$ cat src/rtl/lcd_ctrl_if.sv
// Control and strobe bundle between the LCD sequencer and the LCD datapath / panel pins.
// The sequencer drives everything and the datapath and panel only observe it.
interface lcd_ctrl_if;
    logic [1:0] init_sel;
    logic [1:0] mux_sel;
    logic       data_sel;
    logic       DB_sel;
    logic       LCD_E;
    logic       LCD_RS;
    logic       LCD_RW;
    logic       ready;
    logic       frame_done;

    modport master (
        output init_sel,
        output mux_sel,
        output data_sel,
        output DB_sel,
        output LCD_E,
        output LCD_RS,
        output LCD_RW,
        output ready,
        output frame_done
    );

    modport slave (
        input init_sel,
        input mux_sel,
        input data_sel,
        input DB_sel,
        input LCD_E,
        input LCD_RS,
        input LCD_RW,
        input ready,
        input frame_done
    );
endinterface

$ cat src/rtl/lcd_ctrl.sv
// HD44780-style LCD sequencer: power-up wait, 4-command init, then periodic
// frames of clear + 4 BCD digit writes, all with timed (non-polled) waits.
module lcd_ctrl #(
    parameter int CNT_W     = 23,
    parameter int T_PWRUP   = 750000,
    parameter int T_SETUP   = 2,
    parameter int T_EPW     = 12,
    parameter int T_HOLD    = 2,
    parameter int T_CMD     = 2000,
    parameter int T_CLR     = 82000,
    parameter int T_REFRESH = 5000000
) (
    input  logic       clk,
    input  logic       rst,
    lcd_ctrl_if.master lcd
);

    typedef enum logic [2:0] {
        S_PWRUP = 3'd0,
        S_SETUP = 3'd1,
        S_PULSE = 3'd2,
        S_HOLD  = 3'd3,
        S_WAIT  = 3'd4,
        S_IDLE  = 3'd5
    } state_t;

    // Counter reload values: a state lasts T_x cycles, exiting when the count reads 0.
    localparam logic [CNT_W-1:0] LD_PWRUP   = CNT_W'(T_PWRUP - 1);
    localparam logic [CNT_W-1:0] LD_SETUP   = CNT_W'(T_SETUP - 1);
    localparam logic [CNT_W-1:0] LD_EPW     = CNT_W'(T_EPW - 1);
    localparam logic [CNT_W-1:0] LD_HOLD    = CNT_W'(T_HOLD - 1);
    localparam logic [CNT_W-1:0] LD_CMD     = CNT_W'(T_CMD - 1);
    localparam logic [CNT_W-1:0] LD_CLR     = CNT_W'(T_CLR - 1);
    localparam logic [CNT_W-1:0] LD_REFRESH = CNT_W'(T_REFRESH - 1);

    localparam logic [2:0] STEP_CLEAR = 3'd3;
    localparam logic [2:0] STEP_LAST  = 3'd7;

    state_t           state_q, state_d;
    logic [CNT_W-1:0] cnt_q, cnt_d;
    logic [2:0]       step_q, step_d;
    logic [1:0]       init_sel_q, init_sel_d;
    logic [1:0]       mux_sel_q, mux_sel_d;
    logic             ready_q, ready_d;
    logic             frame_done_q, frame_done_d;
    logic             cnt_zero;

    assign cnt_zero = (cnt_q == '0);

    // State register
    always_ff @(posedge clk or posedge rst) begin
        if (rst) begin
            state_q      <= S_PWRUP;
            cnt_q        <= LD_PWRUP;
            step_q       <= 3'd0;
            init_sel_q   <= 2'b11;
            mux_sel_q    <= 2'b11;
            ready_q      <= 1'b0;
            frame_done_q <= 1'b0;
        end else begin
            state_q      <= state_d;
            cnt_q        <= cnt_d;
            step_q       <= step_d;
            init_sel_q   <= init_sel_d;
            mux_sel_q    <= mux_sel_d;
            ready_q      <= ready_d;
            frame_done_q <= frame_done_d;
        end
    end

    // Next-state logic
    always_comb begin
        state_d      = state_q;
        cnt_d        = cnt_q - CNT_W'(1);
        step_d       = step_q;
        ready_d      = ready_q;
        frame_done_d = 1'b0;

        case (state_q)
            S_PWRUP: begin
                if (cnt_zero) begin
                    state_d = S_SETUP;
                    cnt_d   = LD_SETUP;
                end
            end
            S_SETUP: begin
                if (cnt_zero) begin
                    state_d = S_PULSE;
                    cnt_d   = LD_EPW;
                end
            end
            S_PULSE: begin
                if (cnt_zero) begin
                    state_d = S_HOLD;
                    cnt_d   = LD_HOLD;
                end
            end
            S_HOLD: begin
                if (cnt_zero) begin
                    state_d = S_WAIT;
                    cnt_d   = (step_q == STEP_CLEAR) ? LD_CLR : LD_CMD;
                end
            end
            S_WAIT: begin
                if (cnt_zero) begin
                    if (step_q == STEP_LAST) begin
                        state_d      = S_IDLE;
                        cnt_d        = LD_REFRESH;
                        frame_done_d = 1'b1;
                        ready_d      = 1'b1;
                    end else begin
                        state_d = S_SETUP;
                        cnt_d   = LD_SETUP;
                        step_d  = step_q + 3'd1;
                    end
                end
            end
            S_IDLE: begin
                // A refresh frame skips the init commands and starts at clear.
                if (cnt_zero) begin
                    state_d = S_SETUP;
                    cnt_d   = LD_SETUP;
                    step_d  = STEP_CLEAR;
                end
            end
            default: begin
                state_d = S_PWRUP;
                cnt_d   = LD_PWRUP;
                step_d  = 3'd0;
            end
        endcase
    end

    // Step decode, registered alongside step so selects never glitch; unused
    // select keeps its previous value.
    always_comb begin
        init_sel_d = init_sel_q;
        mux_sel_d  = mux_sel_q;
        case (step_d)
            3'd0:    init_sel_d = 2'b11;
            3'd1:    init_sel_d = 2'b01;
            3'd2:    init_sel_d = 2'b10;
            3'd3:    init_sel_d = 2'b00;
            default: mux_sel_d  = ~step_d[1:0];
        endcase
    end

    // Output logic
    always_comb begin
        lcd.init_sel   = init_sel_q;
        lcd.mux_sel    = mux_sel_q;
        lcd.data_sel   = step_q[2];
        lcd.DB_sel     = 1'b0;
        lcd.LCD_E      = 1'b0;
        lcd.LCD_RS     = 1'b0;
        lcd.LCD_RW     = 1'b0;
        lcd.ready      = ready_q;
        lcd.frame_done = frame_done_q;
        case (state_q)
            S_SETUP, S_HOLD: begin
                lcd.DB_sel = 1'b1;
                lcd.LCD_RS = step_q[2];
            end
            S_PULSE: begin
                lcd.DB_sel = 1'b1;
                lcd.LCD_RS = step_q[2];
                lcd.LCD_E  = 1'b1;
            end
            default: ;
        endcase
    end

endmodule

$ cat src/flat_wrapper.sv
// flat-port wrapper written by rule: the top's interface ports become plain ports
module lcd_ctrl_flat 
#(
    parameter int CNT_W     = 23,
    parameter int T_PWRUP   = 750000,
    parameter int T_SETUP   = 2,
    parameter int T_EPW     = 12,
    parameter int T_HOLD    = 2,
    parameter int T_CMD     = 2000,
    parameter int T_CLR     = 82000,
    parameter int T_REFRESH = 5000000
)
  (clk, rst, lcd_init_sel, lcd_mux_sel, lcd_data_sel, lcd_DB_sel, lcd_LCD_E, lcd_LCD_RS, lcd_LCD_RW, lcd_ready, lcd_frame_done);
  lcd_ctrl_if lcd_i ();
  input  logic clk;
  input  logic rst;
  output wire logic [$bits(lcd_i.init_sel)-1:0] lcd_init_sel;
  output wire logic [$bits(lcd_i.mux_sel)-1:0] lcd_mux_sel;
  output wire logic [$bits(lcd_i.data_sel)-1:0] lcd_data_sel;
  output wire logic [$bits(lcd_i.DB_sel)-1:0] lcd_DB_sel;
  output wire logic [$bits(lcd_i.LCD_E)-1:0] lcd_LCD_E;
  output wire logic [$bits(lcd_i.LCD_RS)-1:0] lcd_LCD_RS;
  output wire logic [$bits(lcd_i.LCD_RW)-1:0] lcd_LCD_RW;
  output wire logic [$bits(lcd_i.ready)-1:0] lcd_ready;
  output wire logic [$bits(lcd_i.frame_done)-1:0] lcd_frame_done;
  assign lcd_init_sel = lcd_i.init_sel;
  assign lcd_mux_sel = lcd_i.mux_sel;
  assign lcd_data_sel = lcd_i.data_sel;
  assign lcd_DB_sel = lcd_i.DB_sel;
  assign lcd_LCD_E = lcd_i.LCD_E;
  assign lcd_LCD_RS = lcd_i.LCD_RS;
  assign lcd_LCD_RW = lcd_i.LCD_RW;
  assign lcd_ready = lcd_i.ready;
  assign lcd_frame_done = lcd_i.frame_done;
  lcd_ctrl #(.CNT_W(CNT_W), .T_PWRUP(T_PWRUP), .T_SETUP(T_SETUP), .T_EPW(T_EPW), .T_HOLD(T_HOLD), .T_CMD(T_CMD), .T_CLR(T_CLR), .T_REFRESH(T_REFRESH)) u_core (.clk(clk), .rst(rst), .lcd(lcd_i));
endmodule
$ cat config.mk
export PLATFORM = sky130hd
export DESIGN_NAME = lcd_ctrl_flat
export DESIGN_NICKNAME = d
export VERILOG_FILES = /design/src/rtl/lcd_ctrl_if.sv /design/src/rtl/lcd_ctrl.sv /design/src/flat_wrapper.sv
export SDC_FILE = /design/constraint.sdc
export NUM_CORES = 1
export LEC_CHECK = 0
export ABC_AREA = 1
export BUFFER_PORTS_ARGS = -buffer_cell sky130_fd_sc_hd__buf_2
export CAP_MARGIN = 20
export CORE_UTILIZATION = 65
export DETAILED_ROUTE_END_ITERATION = 10
export PLACE_DENSITY = 0.81
export SYNTH_ARGS = -nofsm -noshare
export SYNTH_HDL_FRONTEND = slang
export SYNTH_SLANG_ARGS = --single-unit
$ cat constraint.sdc
create_clock -name clk -period 4.7 [get_ports clk]
set_input_delay 0.47 -clock clk [delete_from_list [all_inputs] [get_ports clk]]
set_output_delay 0.47 -clock clk [all_outputs]
set_load 0.01 [all_outputs]
## After elaboration in Yosys (flattened, before gate mapping)

Index checks and enable logic that the tools add are counted.
W data, S select, Z words.

| storage, ports and cells | value |
|---|---|
| input bits | 2 |
| flip-flop bits (word level) | 35 |
| logic and storage cells | 61 |

| operators by class | value |
|---|---|
| reductions and logical operators | 11 |
| mux-type cells | 25 |
| equality and inequality tests | 15 |
| bitwise gates (word level) | 1 |
| add/subtract/negate cells | 2 |

Operator list:

| operator | number |
|---|---|
| $mux W23 | 5 |
| $pmux W23 S4 | 1 |
| $mux W3 | 9 |
| $logic_not A23 Y1 | 1 |
| $sub A23 B1 Y23 const B | 1 |
| $mux W17 | 1 |
| $eq A3 B2 Y1 const B | 5 |
| $pmux W3 S5 | 1 |
| $ne A2 B1 Y1 const B | 5 |
| $eq A3 B3 Y1 const B | 3 |
| $pmux W3 S3 | 1 |
| $pmux W2 S4 | 1 |
| $reduce_or A4 Y1 | 2 |
| $eq A3 B1 Y1 const B | 2 |
| $logic_not A3 Y1 | 2 |
| $mux W1 | 6 |
| $reduce_or A3 Y1 | 2 |
| $reduce_and A5 Y1 | 1 |
| $reduce_bool A4 Y1 | 1 |
| $add A3 B1 Y3 const B | 1 |
| $reduce_and A3 Y1 | 1 |
| $not A2 Y2 | 1 |
| $reduce_or A2 Y1 | 1 |

## Logic depth before layout (Yosys ltp)

| depth | value |
|---|---|
| word-level depth | 6 |
| gate-level depth with buffers | 12 |

## Worst setup path after synthesis

No wires, ideal clock.

| timing path | value |
|---|---|
| kind | register to output |
| start | reg u_core.state_q[0] |
| end | out lcd_LCD_RS |
| buffers on the path | 0 |
| setup slack | 3.117 ns |
| cell stages (with the launch flop) | 6 |
| arrival | 1.113 ns |
| cells stage by stage | dfrtp_1 > nor2_1 > inv_1 > nor2_1 > inv_1 > a21oi_1 |

| on the way | value |
|---|---|
| word-level cells in the longest chain between the ends | 3 |
| elaborated cells between the ends (all ways) | 5 |
| classes of those cells | eq/ne (3); mux (1); reduce/logical (1) |

Ends and longest elaborated chain:

| item | RTL line | source |
|---|---|---|
| start, declared | lcd_ctrl.sv:39 | `state_t state_q, state_d;` |
| start signal, assigned | lcd_ctrl.sv:61 | `state_q <= state_d;` |
| $eq A3 B1 Y1 or $eq A3 B2 Y1 (tied branches) | lcd_ctrl.sv:159 | `case (state_q)` |
| $reduce_or A3 Y1 (no source line) * | - |  |
| $mux W1 * | lcd_ctrl.sv:159 |  |
| end, declared | flat_wrapper.sv:22 | `output wire logic [$bits(lcd_i.LCD_RS)-1:0] lcd_LCD_RS;` |

Mark *: on every way between the ends. The rest lies on a longest branch, timed or not.

## Worst setup path after layout

| timing path | value |
|---|---|
| start | reg u_core.state_q[2] |
| end | out lcd_LCD_RS |

Same word-level chain as after synthesis.

==> qor.txt <==
Number of synthesized flops with an enable pin - 0
Vias in the first global route - 1823
Synth async-reset ratio - 100%
Largest stage delay on the critical path - 470 ps
Top-area cell type share of the netlist area - 20.1%
# diodes - 0
Critical Path Source Type - flop
Fin nets - 311
Seq cells post-synth - 35
CTS tree - yes
Commonest cells in the synthesized netlist - nand2_1, nor2_1, inv_1
# Max-Cap Violations - 0
R2R cell count - 9
Vert. Die Dim - 60.7 µm
Initial Util - 70.9%
CP Buf/Inv Count - 3
Top_reg_cell synth - dfrtp_1
Setup TNS - 0 ps
Critical path, cell by cell - nor2_1 > inv_1 > nor2_1 > inv_1 > a21oi_1 > buf_2
Mapped cell area - 2240 µm²
Max frequency - 513 MHz
Port Buf Inserts - 11
Util after Layout - 77.0%
Critical path's top delay family - flip-flops
Crit Path Class - flop to primary output
Hold Crit Class - input port to asynchronous set/reset pin
Die X - 60.7 µm
Synthesis Warnings - 0
DRT Pass-1 Iters - 4
Initial antenna violation count - 0
Total routed wirelength - 4.89 mm
PD cells - 221 nW/µm²
Status - finished clean
Residual DRC - 0
WP data required - 4230 ps
Mapped Nets - 294
Synth-to-layout area growth - 8.62%
Top cells by area, synth - dfrtp_1, dfstp_2, nand2_1
Register area share after synthesis - 40.1%
Crit path capture type - primary output
Synth Area per Inst - 7.74 µm²
Worst r2r src - u_core.cnt_q[21]
Clock Latency Late Sink - 340 ps
# setup viols final - 0
CP max stage cell - dfrtp_1
Root buf cell - clkbuf_4
H-Tree Depth - 2
GRT Total Usage - 29.7%
Final Max Tran Viols - 0
Post_cts resized - 0
Via count - 1947
WP depth - 6
Gr ovfl total - 0
R2R setup slack - 2930 ps
RSZ-0062 raised after global routing - no
# IOs - 13
Post-DP HPWL - 3.69 mm
Final hold violations - 0
Synth unique cells - 30
Share of layout cells above drive strength 1 - 25.1%
Clk slew on worst S/H paths - 110 ps
Routed WL per cell - 13.9 µm
Post-Syn Instances - 289
CTS Sinks - 35
Critical Path AT - 1480 ps
Core area - 3150 µm²
Rows - 20
Full die area - 3680 µm²
CP Max Fanout - 6
Leak - 1.15 nW
Fill cell count - 244
Clk buf depth - 2
Final min period - 1950 ps
VDD IR max - 0.000199 V
Setup bufs post-CTS - 0
Clock Skews - 4.67 ps
Hold_buf cts - 0
ANT nets after route - 0
Reg2reg end - u_core.cnt_q[9]
Most common cell in the netlist - nand2_1
Final Wtd Congestion - 0.931
Vias per cell - 5.55
CTS Buf Count - 5
Initial DRC count - 116
Pin count of the biggest net entering global routing - 36
Global-route wire length before repair - 7.89 mm
Period utilisation layout - 41.5%
Area leader, netlist - dfrtp_1
worst max-delay path by stage:
stage,startpoint,endpoint
after global routing,u_core.state_q[0],lcd_LCD_RS
after floorplan,u_core.state_q[0],lcd_LCD_RS
after CTS,u_core.state_q[2],lcd_LCD_RS
final,u_core.state_q[2],lcd_LCD_RS
after detailed placement,u_core.cnt_q[21],u_core.cnt_q[9]
after global placement,u_core.cnt_q[20],u_core.cnt_q[9]
sequential cells by signal, indices dropped and copies added, names as in the netlist:
register,flops
u_core.lcd.ready,1
u_core.step_q,3
u_core.state_q,3
u_core.lcd.init_sel,2
u_core.cnt_q,23
u_core.lcd.mux_sel,2
u_core.lcd.frame_done,1
per-stage QoR:
stage | cell area (µm²) | hold WS [ps] | setup slack, ps | power [mW] | std cells
finish | 2430 | 197 | 2750 | 0.536 | 351
global route | 2430 | 242 | 2600 | 0.554 | 351
CTS | 2430 | 221 | 2740 | 0.541 | 351
detailed placement | 2340 | 450 | 2940 | 0.314 | 343
global placement | 2340 | 441 | 2910 | 0.314 | 343
floorplan | 2240 | 436 | 3120 | 0.312 | 289
cells in the final DEF (no fill, tap or decap), types with 2 or more instances in the layout:
master    netlist  final
nand2_1        69     69
nor2_1         39     39
inv_1          21     21
nand3_1        18     18
dfrtp_1        18     18
dfstp_2        17     17
o21ai_0        15     15
buf_2           0     11
xor2_1         10     10
nor2_2          9      9
nand2_2         9      9
o21ai_1         7      7
inv_2           6      6
xnor2_1         6      6
a21oi_1         6      6
nor2_4          5      5
nand3_2         5      5
nor3_1          5      5
nand4_1         5      5
clkbuf_4        0      5
nand3b_1        3      3
ha_1            3      3
nor2_8          2      2
nand2_4         2      2
o211ai_1        2      2
final cells by class:
cell class                      count  area, µm²  area share, %
Multi-Input combinational cell    224       1220           50.1
Sequential cell                    35        897           36.9
Inverter                           28        110           4.53
Timing Repair Buffer               12       62.6           2.58
Tap cell                           44       55.1           2.27
Clock buffer                        6       51.3           2.11
Clock inverter                      2       35.0           1.44
worst reg2reg max path: stages (launching register included):
cell and delay [ps]:
dfrtp_1 420, nor2_1 230, nand2_1 80, nor2_1 260, nand3_2 230, nand2_2 130, nand2_2 70, inv_2 50
nand3_2 80, and2_1 140
per-layer routing:
layer | share of wire [%] | GRT usage [%]
met5 | 0 | 0
met3 | 6.1 | 6.18
met1 | 42 | 35.4
met4 | 2.0 | 11.4
met2 | 50 | 52.7
report_power, final:
| part | switching, mW | leakage (nW) | internal (mW) |
|---|---|---|---|
| combinational | 0.00600 | 0.691 | 0.000906 |
| sequential | 0 | 0.413 | 0.302 |
| clock | 0.102 | 0.0482 | 0.126 |
| total | 0.108 | 1.15 | 0.428 |
kinds of logic (layout without fill, tap and decap cells):
family          after synthesis  count (layout)  synth area share, %
compound gates               31              31                 7.22
xor+xnor                     16              16                 6.27
fa+ha+maj                     3               3                 1.68
buf+inv                      30              48                 5.43
flops                        35              35                 40.1
other cells                   1               1                0.168
simple gates                173             173                 39.1
(Power assumes the default switching activity.)
